[src/rtl/ch_avg_par_if.sv]
// Sample/result bundle for the I/Q channel-estimate averager.
// The master drives samples and control; the slave returns averaged results.
interface ch_avg_par_if #(
  parameter int IN_W  = 16,
  parameter int OUT_W = 16,
  parameter int IDX_W = 8
) ();
  logic signed [IN_W-1:0]  in_i;
  logic signed [IN_W-1:0]  in_q;
  logic                    in_vld;
  logic [1:0]              avg_mode;
  logic                    sym_start;
  logic signed [OUT_W-1:0] out_i;
  logic signed [OUT_W-1:0] out_q;
  logic                    out_vld;
  logic [IDX_W-1:0]        out_idx;
  logic                    sat_flag;
  logic                    drop_flag;

  modport master (
    output in_i, in_q, in_vld, avg_mode, sym_start,
    input  out_i, out_q, out_vld, out_idx, sat_flag, drop_flag
  );

  modport slave (
    input  in_i, in_q, in_vld, avg_mode, sym_start,
    output out_i, out_q, out_vld, out_idx, sat_flag, drop_flag
  );
endinterface

[src/rtl/ch_avg_par.sv]
// Groups 1..4 consecutive I/Q samples, averages each group with half-up
// rounding, saturates to OUT_W and emits one result two cycles after close.
module ch_avg_par #(
  parameter int IN_W   = 16,
  parameter int OUT_W  = 16,
  parameter int FRAC_W = 15,
  parameter int IDX_W  = 8
) (
  input logic         clk,
  input logic         rst,
  ch_avg_par_if.slave bus
);
  localparam int SW = IN_W + 2;
  localparam int DW = SW + 1;
  localparam int PW = SW + FRAC_W + 2;

  localparam logic signed [PW-1:0] RECIP = PW'((2 ** (FRAC_W + 1) + 3) / 6);
  localparam logic signed [PW-1:0] HALF  = PW'(2 ** (FRAC_W - 1));
  localparam logic signed [DW-1:0] ONE   = DW'(1);
  localparam logic signed [DW-1:0] TWO   = DW'(2);
  localparam logic signed [DW-1:0] MAX_V = DW'((1 <<< (OUT_W - 1)) - 1);
  localparam logic signed [DW-1:0] MIN_V = -MAX_V - ONE;

  typedef struct packed {
    logic                    clip;
    logic signed [OUT_W-1:0] val;
  } sat_t;

  logic signed [SW-1:0]    acc_i_q, acc_i_d, acc_q_q, acc_q_d;
  logic [1:0]              cnt_q, cnt_d, mode_q, mode_d;
  logic [IDX_W-1:0]        idx_q, idx_d;
  logic                    s1_vld_q, s1_vld_d;
  logic signed [SW-1:0]    s1_i_q, s1_i_d, s1_q_q, s1_q_d;
  logic [1:0]              s1_mode_q, s1_mode_d;
  logic [IDX_W-1:0]        s1_idx_q, s1_idx_d;
  logic signed [OUT_W-1:0] out_i_q, out_i_d, out_q_q, out_q_d;
  logic [IDX_W-1:0]        out_idx_q, out_idx_d;
  logic                    out_vld_q, out_vld_d, sat_q, sat_d, drop_q, drop_d;

  logic signed [SW-1:0]    base_i, base_q, sum_i, sum_q;
  logic [1:0]              base_cnt, grp_mode;
  logic [IDX_W-1:0]        base_idx;
  sat_t                    res_i, res_q;

  function automatic logic signed [DW-1:0] div_n(input logic signed [SW-1:0] s,
                                                 input logic [1:0] m);
    logic signed [DW-1:0] e;
    logic signed [PW-1:0] p;
    e = DW'(s);
    p = PW'(s) * RECIP + HALF;
    case (m)
      2'd0:    div_n = e;
      2'd1:    div_n = (e + ONE) >>> 1;
      2'd2:    div_n = DW'(p >>> FRAC_W);
      default: div_n = (e + TWO) >>> 2;
    endcase
  endfunction

  // The N=3 reciprocal lands one LSB below a full-scale negative average;
  // that lands on the rail and is not reported as a clip.
  function automatic sat_t saturate(input logic signed [DW-1:0] v, input logic n3);
    sat_t r;
    r.clip = 1'b0;
    r.val  = OUT_W'(v);
    if (v > MAX_V) begin
      r.clip = 1'b1;
      r.val  = OUT_W'(MAX_V);
    end else if (v < MIN_V) begin
      r.clip = !(n3 && (v == MIN_V - ONE));
      r.val  = OUT_W'(MIN_V);
    end
    return r;
  endfunction

  // Stage 0: grouping, accumulation and close detection.
  always_comb begin
    // NOTE: every always_comb output gets a default first so no path infers a latch.
    acc_i_d   = acc_i_q;
    acc_q_d   = acc_q_q;
    cnt_d     = cnt_q;
    mode_d    = mode_q;
    idx_d     = idx_q;
    s1_vld_d  = 1'b0;
    s1_i_d    = s1_i_q;
    s1_q_d    = s1_q_q;
    s1_mode_d = s1_mode_q;
    s1_idx_d  = s1_idx_q;
    drop_d    = 1'b0;
    base_i    = acc_i_q;
    base_q    = acc_q_q;
    base_cnt  = cnt_q;
    base_idx  = idx_q;
    if (bus.sym_start) begin
      drop_d   = (cnt_q != 2'd0);
      base_i   = '0;
      base_q   = '0;
      base_cnt = 2'd0;
      base_idx = '0;
      acc_i_d  = '0;
      acc_q_d  = '0;
      cnt_d    = 2'd0;
      idx_d    = '0;
    end
    grp_mode = (base_cnt == 2'd0) ? bus.avg_mode : mode_q;
    sum_i    = base_i + {{2{bus.in_i[IN_W-1]}}, bus.in_i};
    sum_q    = base_q + {{2{bus.in_q[IN_W-1]}}, bus.in_q};
    if (bus.in_vld) begin
      mode_d = grp_mode;
      if (base_cnt == grp_mode) begin
        s1_vld_d  = 1'b1;
        s1_i_d    = sum_i;
        s1_q_d    = sum_q;
        s1_mode_d = grp_mode;
        s1_idx_d  = base_idx;
        acc_i_d   = '0;
        acc_q_d   = '0;
        cnt_d     = 2'd0;
        idx_d     = base_idx + IDX_W'(1);
      end else begin
        acc_i_d = sum_i;
        acc_q_d = sum_q;
        cnt_d   = base_cnt + 2'd1;
      end
    end
  end

  // Stage 2: divide, saturate and update the held outputs only on a result.
  always_comb begin
    res_i     = saturate(div_n(s1_i_q, s1_mode_q), s1_mode_q == 2'd2);
    res_q     = saturate(div_n(s1_q_q, s1_mode_q), s1_mode_q == 2'd2);
    out_vld_d = s1_vld_q;
    out_i_d   = out_i_q;
    out_q_d   = out_q_q;
    out_idx_d = out_idx_q;
    sat_d     = sat_q;
    if (s1_vld_q) begin
      out_i_d   = res_i.val;
      out_q_d   = res_q.val;
      out_idx_d = s1_idx_q;
      sat_d     = res_i.clip | res_q.clip;
    end
  end

  always_ff @(posedge clk or negedge rst) begin
    if (!rst) begin
      acc_i_q   <= '0;
      acc_q_q   <= '0;
      cnt_q     <= '0;
      mode_q    <= '0;
      idx_q     <= '0;
      s1_vld_q  <= 1'b0;
      s1_i_q    <= '0;
      s1_q_q    <= '0;
      s1_mode_q <= '0;
      s1_idx_q  <= '0;
      out_i_q   <= '0;
      out_q_q   <= '0;
      out_idx_q <= '0;
      out_vld_q <= 1'b0;
      sat_q     <= 1'b0;
      drop_q    <= 1'b0;
    end else begin
      // NOTE: state updates are non-blocking so every flop samples pre-edge values.
      acc_i_q   <= acc_i_d;
      acc_q_q   <= acc_q_d;
      cnt_q     <= cnt_d;
      mode_q    <= mode_d;
      idx_q     <= idx_d;
      s1_vld_q  <= s1_vld_d;
      s1_i_q    <= s1_i_d;
      s1_q_q    <= s1_q_d;
      s1_mode_q <= s1_mode_d;
      s1_idx_q  <= s1_idx_d;
      out_i_q   <= out_i_d;
      out_q_q   <= out_q_d;
      out_idx_q <= out_idx_d;
      out_vld_q <= out_vld_d;
      sat_q     <= sat_d;
      drop_q    <= drop_d;
    end
  end

  assign bus.out_i     = out_i_q;
  assign bus.out_q     = out_q_q;
  assign bus.out_idx   = out_idx_q;
  assign bus.out_vld   = out_vld_q;
  assign bus.sat_flag  = sat_q;
  assign bus.drop_flag = drop_q;
endmodule

[src/flat_wrapper.sv]
// flat-port wrapper written by rule: the top's interface ports become plain ports
module ch_avg_par_flat 
#(
  parameter int IN_W   = 16,
  parameter int OUT_W  = 16,
  parameter int FRAC_W = 15,
  parameter int IDX_W  = 8
)
  (clk, rst, bus_in_i, bus_in_q, bus_in_vld, bus_avg_mode, bus_sym_start, bus_out_i, bus_out_q, bus_out_vld, bus_out_idx, bus_sat_flag, bus_drop_flag);
  ch_avg_par_if #(.IN_W(IN_W), .OUT_W(OUT_W), .IDX_W(IDX_W)) bus_i ();
  input logic clk;
  input logic rst;
  input wire logic [$bits(bus_i.in_i)-1:0] bus_in_i;
  input wire logic [$bits(bus_i.in_q)-1:0] bus_in_q;
  input wire logic [$bits(bus_i.in_vld)-1:0] bus_in_vld;
  input wire logic [$bits(bus_i.avg_mode)-1:0] bus_avg_mode;
  input wire logic [$bits(bus_i.sym_start)-1:0] bus_sym_start;
  output wire logic [$bits(bus_i.out_i)-1:0] bus_out_i;
  output wire logic [$bits(bus_i.out_q)-1:0] bus_out_q;
  output wire logic [$bits(bus_i.out_vld)-1:0] bus_out_vld;
  output wire logic [$bits(bus_i.out_idx)-1:0] bus_out_idx;
  output wire logic [$bits(bus_i.sat_flag)-1:0] bus_sat_flag;
  output wire logic [$bits(bus_i.drop_flag)-1:0] bus_drop_flag;
  assign bus_i.in_i = bus_in_i;
  assign bus_i.in_q = bus_in_q;
  assign bus_i.in_vld = bus_in_vld;
  assign bus_i.avg_mode = bus_avg_mode;
  assign bus_i.sym_start = bus_sym_start;
  assign bus_out_i = bus_i.out_i;
  assign bus_out_q = bus_i.out_q;
  assign bus_out_vld = bus_i.out_vld;
  assign bus_out_idx = bus_i.out_idx;
  assign bus_sat_flag = bus_i.sat_flag;
  assign bus_drop_flag = bus_i.drop_flag;
  ch_avg_par #(.IN_W(IN_W), .OUT_W(OUT_W), .FRAC_W(FRAC_W), .IDX_W(IDX_W)) u_core (.clk(clk), .rst(rst), .bus(bus_i));
endmodule
[config.mk]
export PLATFORM = sky130hd
export DESIGN_NAME = ch_avg_par_flat
export DESIGN_NICKNAME = d
export VERILOG_FILES = /design/src/rtl/ch_avg_par_if.sv /design/src/rtl/ch_avg_par.sv /design/src/flat_wrapper.sv
export SDC_FILE = /design/constraint.sdc
export NUM_CORES = 1
export LEC_CHECK = 0
export BUFFER_PORTS_ARGS = -buffer_cell sky130_fd_sc_hd__clkbuf_2
export CAP_MARGIN = 20
export CORE_ASPECT_RATIO = 1.75
export CORE_MARGIN = 10
export CORE_UTILIZATION = 50
export CTS_CLUSTER_SIZE = 14
export DETAILED_ROUTE_END_ITERATION = 8
export PLACE_DENSITY = 0.67
export SYNTH_ARGS = -nofsm -noshare
export SYNTH_HDL_FRONTEND = slang
export SYNTH_SLANG_ARGS = --single-unit
[constraint.sdc]
create_clock -name clk -period 18.7 [get_ports clk]
set_input_delay 1.87 -clock clk [delete_from_list [all_inputs] [get_ports clk]]
set_output_delay 1.87 -clock clk [all_outputs]
set_load 0.05 [all_outputs]
* Word-level counts from Yosys, hierarchy flattened *
Index checks and enable logic that the tools add are counted.

storage, ports and cells
  register bits = 138
  input port bits = 38

operators by class
  add/sub/neg operators = 10
  multiply operators = 2
  magnitude comparators = 4
  equal/unequal tests = 5
  mux-type cells = 22
  bitwise operators = 1
  reductions and logical operators = 8

operators by type and width
  cell                                                    number
  one-hot mux 19 bit (3 select lines)                     2
  two-way mux 18 bit                                      6
  adder 34 x 16 -> 34 bit (second input constant)         2
  two-way mux 17 bit                                      4
  multiplier 18 x 15 -> 33 bit (second input constant)    2
  adder 18 x 2 -> 19 bit (second input constant)          2
  adder 18 x 3 -> 19 bit (second input constant)          2
  equality test 19 x 17 -> 1 bit (second input constant)  2
  > comparator 19 x 16 -> 1 bit (second input constant)   2
  < comparator 19 x 16 -> 1 bit (second input constant)   2
  adder 18 bit                                            2
  two-way mux 8 bit                                       3
  adder 8 x 1 -> 8 bit (second input constant)            1
  two-way mux 2 bit                                       4
  logical NOT 2 bit                                       2
  two-way mux 1 bit                                       3
  adder 2 x 1 -> 2 bit (second input constant)            1
  equality test 2 x 1 -> 1 bit (second input constant)    1
  equality test 2 bit                                     1
  equality test 2 bit (second input constant)             1
  logical AND 1 bit                                       2
  logical NOT 1 bit                                       2
  AND reduction 2 bit                                     1
  nonzero test 2 bit                                      1
  OR 1 bit                                                1

* Logic depth before layout (Yosys ltp) *
  word-level depth = 9
  mapped depth = 31
  mapped depth without buffers = 29

* Worst setup path before layout *
Ideal clock, no wire load.

  path kind = reg-to-reg
  start = register u_core.s1_i_q[17]
  end = register u_core.out_i_q[5], in the netlist u_core.bus.out_i[5]
  data arrival time = 7,029 ps
  path slack = 11,528 ps
  cell stages (with the launch flop) = 28
  buffers on the path = 3
  path through = dfrtp_1 -> ha_1 -> fa_1 -> inv_1 -> fa_1 -> fa_1 -> fa_1 -> inv_1 -> fa_1 -> inv_1 -> ha_1 -> buf_2 -> a211oi_2 -> o21bai_1 -> a21oi_1 -> nor2b_1 -> or3_1 -> a211o_1 -> and4bb_2 -> and4_1 -> buf_6 -> and4_1 -> o31ai_2 -> o31ai_1 -> a21oi_2 -> buf_6 -> a21oi_2 -> a21oi_2

on the way
  cells in the longest elaborated chain, start to end = 6

ends and longest elaborated chain
  item                                     line               RTL
  start, declared                          ch_avg_par.sv:33   logic signed [SW-1:0] s1_i_q, s1_i_d, s1_q_q, s1_q_d;
  start signal, assigned                   ch_avg_par.sv:170  s1_i_q <= s1_i_d;
  multiplier 18 x 15 -> 33 bit             ch_avg_par.sv:50   p = PW'(s) * RECIP + HALF;
  adder 34 x 16 -> 34 bit                  ch_avg_par.sv:50
  one-hot mux 19 bit (3 select lines) (*)  ch_avg_par.sv:51   case (m)
  < comparator 19 x 16 -> 1 bit            ch_avg_par.sv:68   end else if (v < MIN_V) begin
  two-way mux 17 bit                       ch_avg_par.sv:68
  two-way mux 17 bit (*)                   ch_avg_par.sv:65   if (v > MAX_V) begin
  end signal, assigned                     ch_avg_par.sv:174  out_i_q <= out_i_d;
  end, declared                            ch_avg_par.sv:36   logic signed [OUT_W-1:0] out_i_q, out_i_d, out_q_q, out_q_d;

Mark *: on every way between the ends. The rest lies on a longest branch, timed or not.
A chain may end at the register's enable or synchronous reset.

* Worst setup path in the final report *
  start = register u_core.s1_q_q[9]
  end = register u_core.sat_q, in the netlist u_core.bus.sat_flag

on the way
  cells in the longest elaborated chain, start to end = 9

ends and longest elaborated chain
  item                                                                                   line               RTL
  start, declared                                                                        ch_avg_par.sv:33
  start signal, assigned                                                                 ch_avg_par.sv:171  s1_q_q <= s1_q_d;
  multiplier 18 x 15 -> 33 bit                                                           ch_avg_par.sv:50
  adder 34 x 16 -> 34 bit                                                                ch_avg_par.sv:50
  one-hot mux 19 bit (3 select lines) (*)                                                ch_avg_par.sv:51
  parallel branches: the longest is 4 deep, another holds < comparator 19 x 16 -> 1 bit  n/a
  two-way mux 17 bit (*)                                                                 ch_avg_par.sv:65
  OR 1 bit (*)                                                                           ch_avg_par.sv:140  sat_d = res_i.clip | res_q.clip;
  end signal, assigned                                                                   ch_avg_par.sv:178  sat_q <= sat_d;
  end, declared                                                                          ch_avg_par.sv:38   logic out_vld_q, out_vld_d, sat_q, sat_d, drop_q, drop_d;

Mark *: on every way between the ends.

==> results.toml <==
[cts]
cts_setup_buffers = 0
cts.sinks = 138
ctsHoldBuffers = 0
clk_pin_slew_ns = 0.07
cts_tree = "yes"
clock_latency_ns = 0.45
clockRootBuffer = "clkbuf_16"
cts_buffers = 17
cts-resized-gates = 0
cts_max_level = 4
cts.path.max_buffers = 2

[sta]
fmax_mhz = 118.0
maxSlewViolCount = 0
whs_ns = 0.4839
rsz0062_at_grt = "no"
slew_headroom_pct = 18.77
post-route-period-util_pct = 45.31
fin_tns_setup_ns = 0
worstMarginPinSlew_ns = 1.188
finalCriticalPeriod_ns = 8.472
finalHoldViolations = 0
finClkSkew_ns = 0.01860
setup_viol = 0

[flow_run]
drv_cap = 0

[floorplan]
coreArea_um2 = 41080
fp.dieW_um = 174.3
die_area_um2 = 50560
fp-row-count = 98
ioPinCount = 81
initial_utilization_pct = 50.72
dieHeight_um = 290.0

[worst_setup_path]
crit_path_start_kind = "flop"
crit_type = "flop to flop"
slowest_stage = "nor2b_1"
critPathMaxStageDelay_ns = 0.74
critPathBufInv = 5
critPathMaxFanout = 12
crit_chain = "ha_1 > inv_1 > fa_1 > inv_1 > fa_1 > fa_1 > fa_1 > inv_1 > fa_1 > inv_1 > ha_1 > inv_1 > nor4_1 > a221oi_2 > a21oi_1 > mux2_2 > nor3_2 > nand4b_1 > nor4_1 > o211ai_1 > o21ai_1 > a21oi_2 > nor2b_1 > a41oi_1"
rrSetupSlack_ns = 10.23
cp_top_family = "adder cells"
critPathRequiredTime_ns = 18.96
end_kind = "flop"
cp_data_arrival_time_ns = 8.73

[global_route]
grt.overflow.total = 0
grt_pass1_vias = 17730
grt_max_degree = 89
grt_first_pass_wirelength_mm = 96.53
grt_usage_pct = 24.15
grt_antenna_before_repair = 1

[synthesis]
synth_top_area_share_pct = 18.83
synthTopCellsByArea = "fa_1 19%, ha_1 19%, dfrtp_1 17%"
syn_avg_cell_area_um2 = 9.059
synth_ff_type = "dfrtp_1"
synth.distinct_cells = 91
synth_edf_count = 0
synthCells = 2300
ys_async_sr_fraction_pct = 100.0
syn_nets = 2846
syn_area_um2 = 20830
yosys.area.top_type = "fa_1"
yosysSeqAreaShare_pct = 16.57
synth_seq_cells = 138
yosys_warnings = 0

[route]
postRouteAntennaNets = 0
wl_per_cell_um = 21.28
via_per_inst = 5.697
first_iter_violations = 874
remaining_drc_errors = 0
vias = 16528
first_pass_iters = 6
wl_mm = 61.74

[finish]
fillers = 3812
final_nets = 2883
layout_commonest_cell = "inv_1"
layout_common_cells = "362 x inv_1, 312 x ha_1, 196 x fa_1, 171 x nand2_1, 136 x dfrtp_1"
multi_input_area_um2 = 15710
regArea_um2 = 3456
area_growth_pct = 6.948
drive_above_1_share_pct = 9.277

[placement]
place.gp.congestion = 0.9914
portBuffers = 80
dpl.hpwl_mm = 50.98

[hold_path]
hp-class = "flop to flop"

[outcome]
status = "complete, no violations"
worst reg2reg max path: stages (launching register included):
cell	delay, ns
dfrtp_1	0.62
ha_1	0.44
inv_1	0.06
fa_1	0.56
inv_1	0.06
fa_1	0.52
fa_1	0.45
fa_1	0.56
inv_1	0.06
fa_1	0.54
inv_1	0.07
ha_1	0.37
inv_1	0.10
nor4_1	0.34
a221oi_2	0.15
a21oi_1	0.38
mux2_2	0.43
nor3_2	0.20
nand4b_1	0.28
nor4_1	0.59
o211ai_1	0.20
o21ai_1	0.21
a21oi_2	0.12
nor2b_1	0.74
a41oi_1	0.24
synthesized netlist by cell type, types with 4 or more instances:
library cell    n
or2_2           6
nor3_1         24
or3_1          11
o22ai_1         8
o211ai_1       16
nor3b_1         7
xor2_1         94
o21bai_1        6
buf_1           4
mux2_2         18
ha_1          312
a21o_1         39
nand3_1        44
nor2b_1        46
and3_1         13
nor2_1        126
a211o_1         4
mux2i_1        11
clkbuf_1       63
dfrtp_1       138
and2_1         20
o211a_1         4
nand4_1        25
nand2_1       172
o41ai_1         4
inv_1         362
o21a_1         10
o221ai_1        6
xnor2_1        87
o31ai_1         9
a21oi_2        26
a21boi_0        8
mux4_2         10
o2bb2ai_1      30
and4_1          8
a211oi_1       16
fa_1          196
a31oi_1         9
o21ai_1        10
a21oi_1        88
nor4_1          5
o21ai_0       104
nand2b_1       22
buf_2           4
per-layer routing:
metal	vias to the layer above	track usage, %	part of all wire [%]
met3	185	2.196	2.4
met1	8191	23.44	35
met4	0	16.16	6.9
met5	-	0	0
li1	7792	-	-
met2	360	46.73	56
final cells by class:
class | count | share of cell area [%]
diodes | 1 | 0.01123
clock buffers | 18 | 1.926
clock inverters | 14 | 0.5896
inverters | 362 | 6.098
multi-input cells | 1725 | 70.52
flip-flops and latches | 138 | 15.51
well taps | 550 | 3.088
repair buffers | 93 | 2.263
per-stage QoR:
| stage | setup WS, ns | std cells | cell area, um2 | util, % |
|---|---|---|---|---|
| finish | 10.23 | 2901 | 22280 | 54.25 |
| floorplan | 11.53 | 2300 | 20840 | - |
| detailed placement | 10.25 | 2868 | 21720 | 52.88 |
| global placement | 10.30 | 2868 | 21720 | 52.88 |
| global route | 9.672 | 2901 | 22280 | 54.25 |
| CTS | 10.22 | 2900 | 22280 | 54.24 |
state kept, by name (all words and copies together), names as in the netlist, 2 cells and up:
register,cells
u_core.acc_i_q,18
u_core.acc_q_q,18
u_core.bus.out_i,16
u_core.bus.out_idx,8
u_core.bus.out_q,16
u_core.cnt_q,2
u_core.idx_q,8
u_core.mode_q,2
u_core.s1_i_q,18
u_core.s1_idx_q,8
u_core.s1_mode_q,2
u_core.s1_q_q,18
cells by family (layout without fill, tap and decap cells):
kind of cell / count (synthesis) / after routing / share of synthesized area [%]
AOI/OAI and AO/OA: 444 / 444 / 14.50
xor gates and xnor gates: 182 / 182 / 7.687
adders and majority gates: 508 / 508 / 37.57
buffers and inverters: 437 / 487 / 8.023
DFF: 138 / 138 / 16.57
muxes: 39 / 39 / 2.582
other: 0 / 1 / 0
and+or+nand+nor: 552 / 552 / 13.06
path summary, 6_finish.rpt:
kind,startpoint,endpoint,cells after the start
setup / recovery,u_core.s1_q_q[9],u_core.bus.sat_flag,24
hold / removal,u_core.s1_idx_q[1],u_core.s1_idx_q[1],2
setup reg to reg,u_core.s1_q_q[9],u_core.bus.sat_flag,24
hold reg to reg,u_core.s1_idx_q[1],u_core.s1_idx_q[1],2
max in group asynchronous,rst,u_core.idx_q[6],2
min in group asynchronous,rst,u_core.acc_i_q[11],1
Power is not shown: default switching activity piles up to over one toggle a cycle in this logic, so the estimate is an artifact.
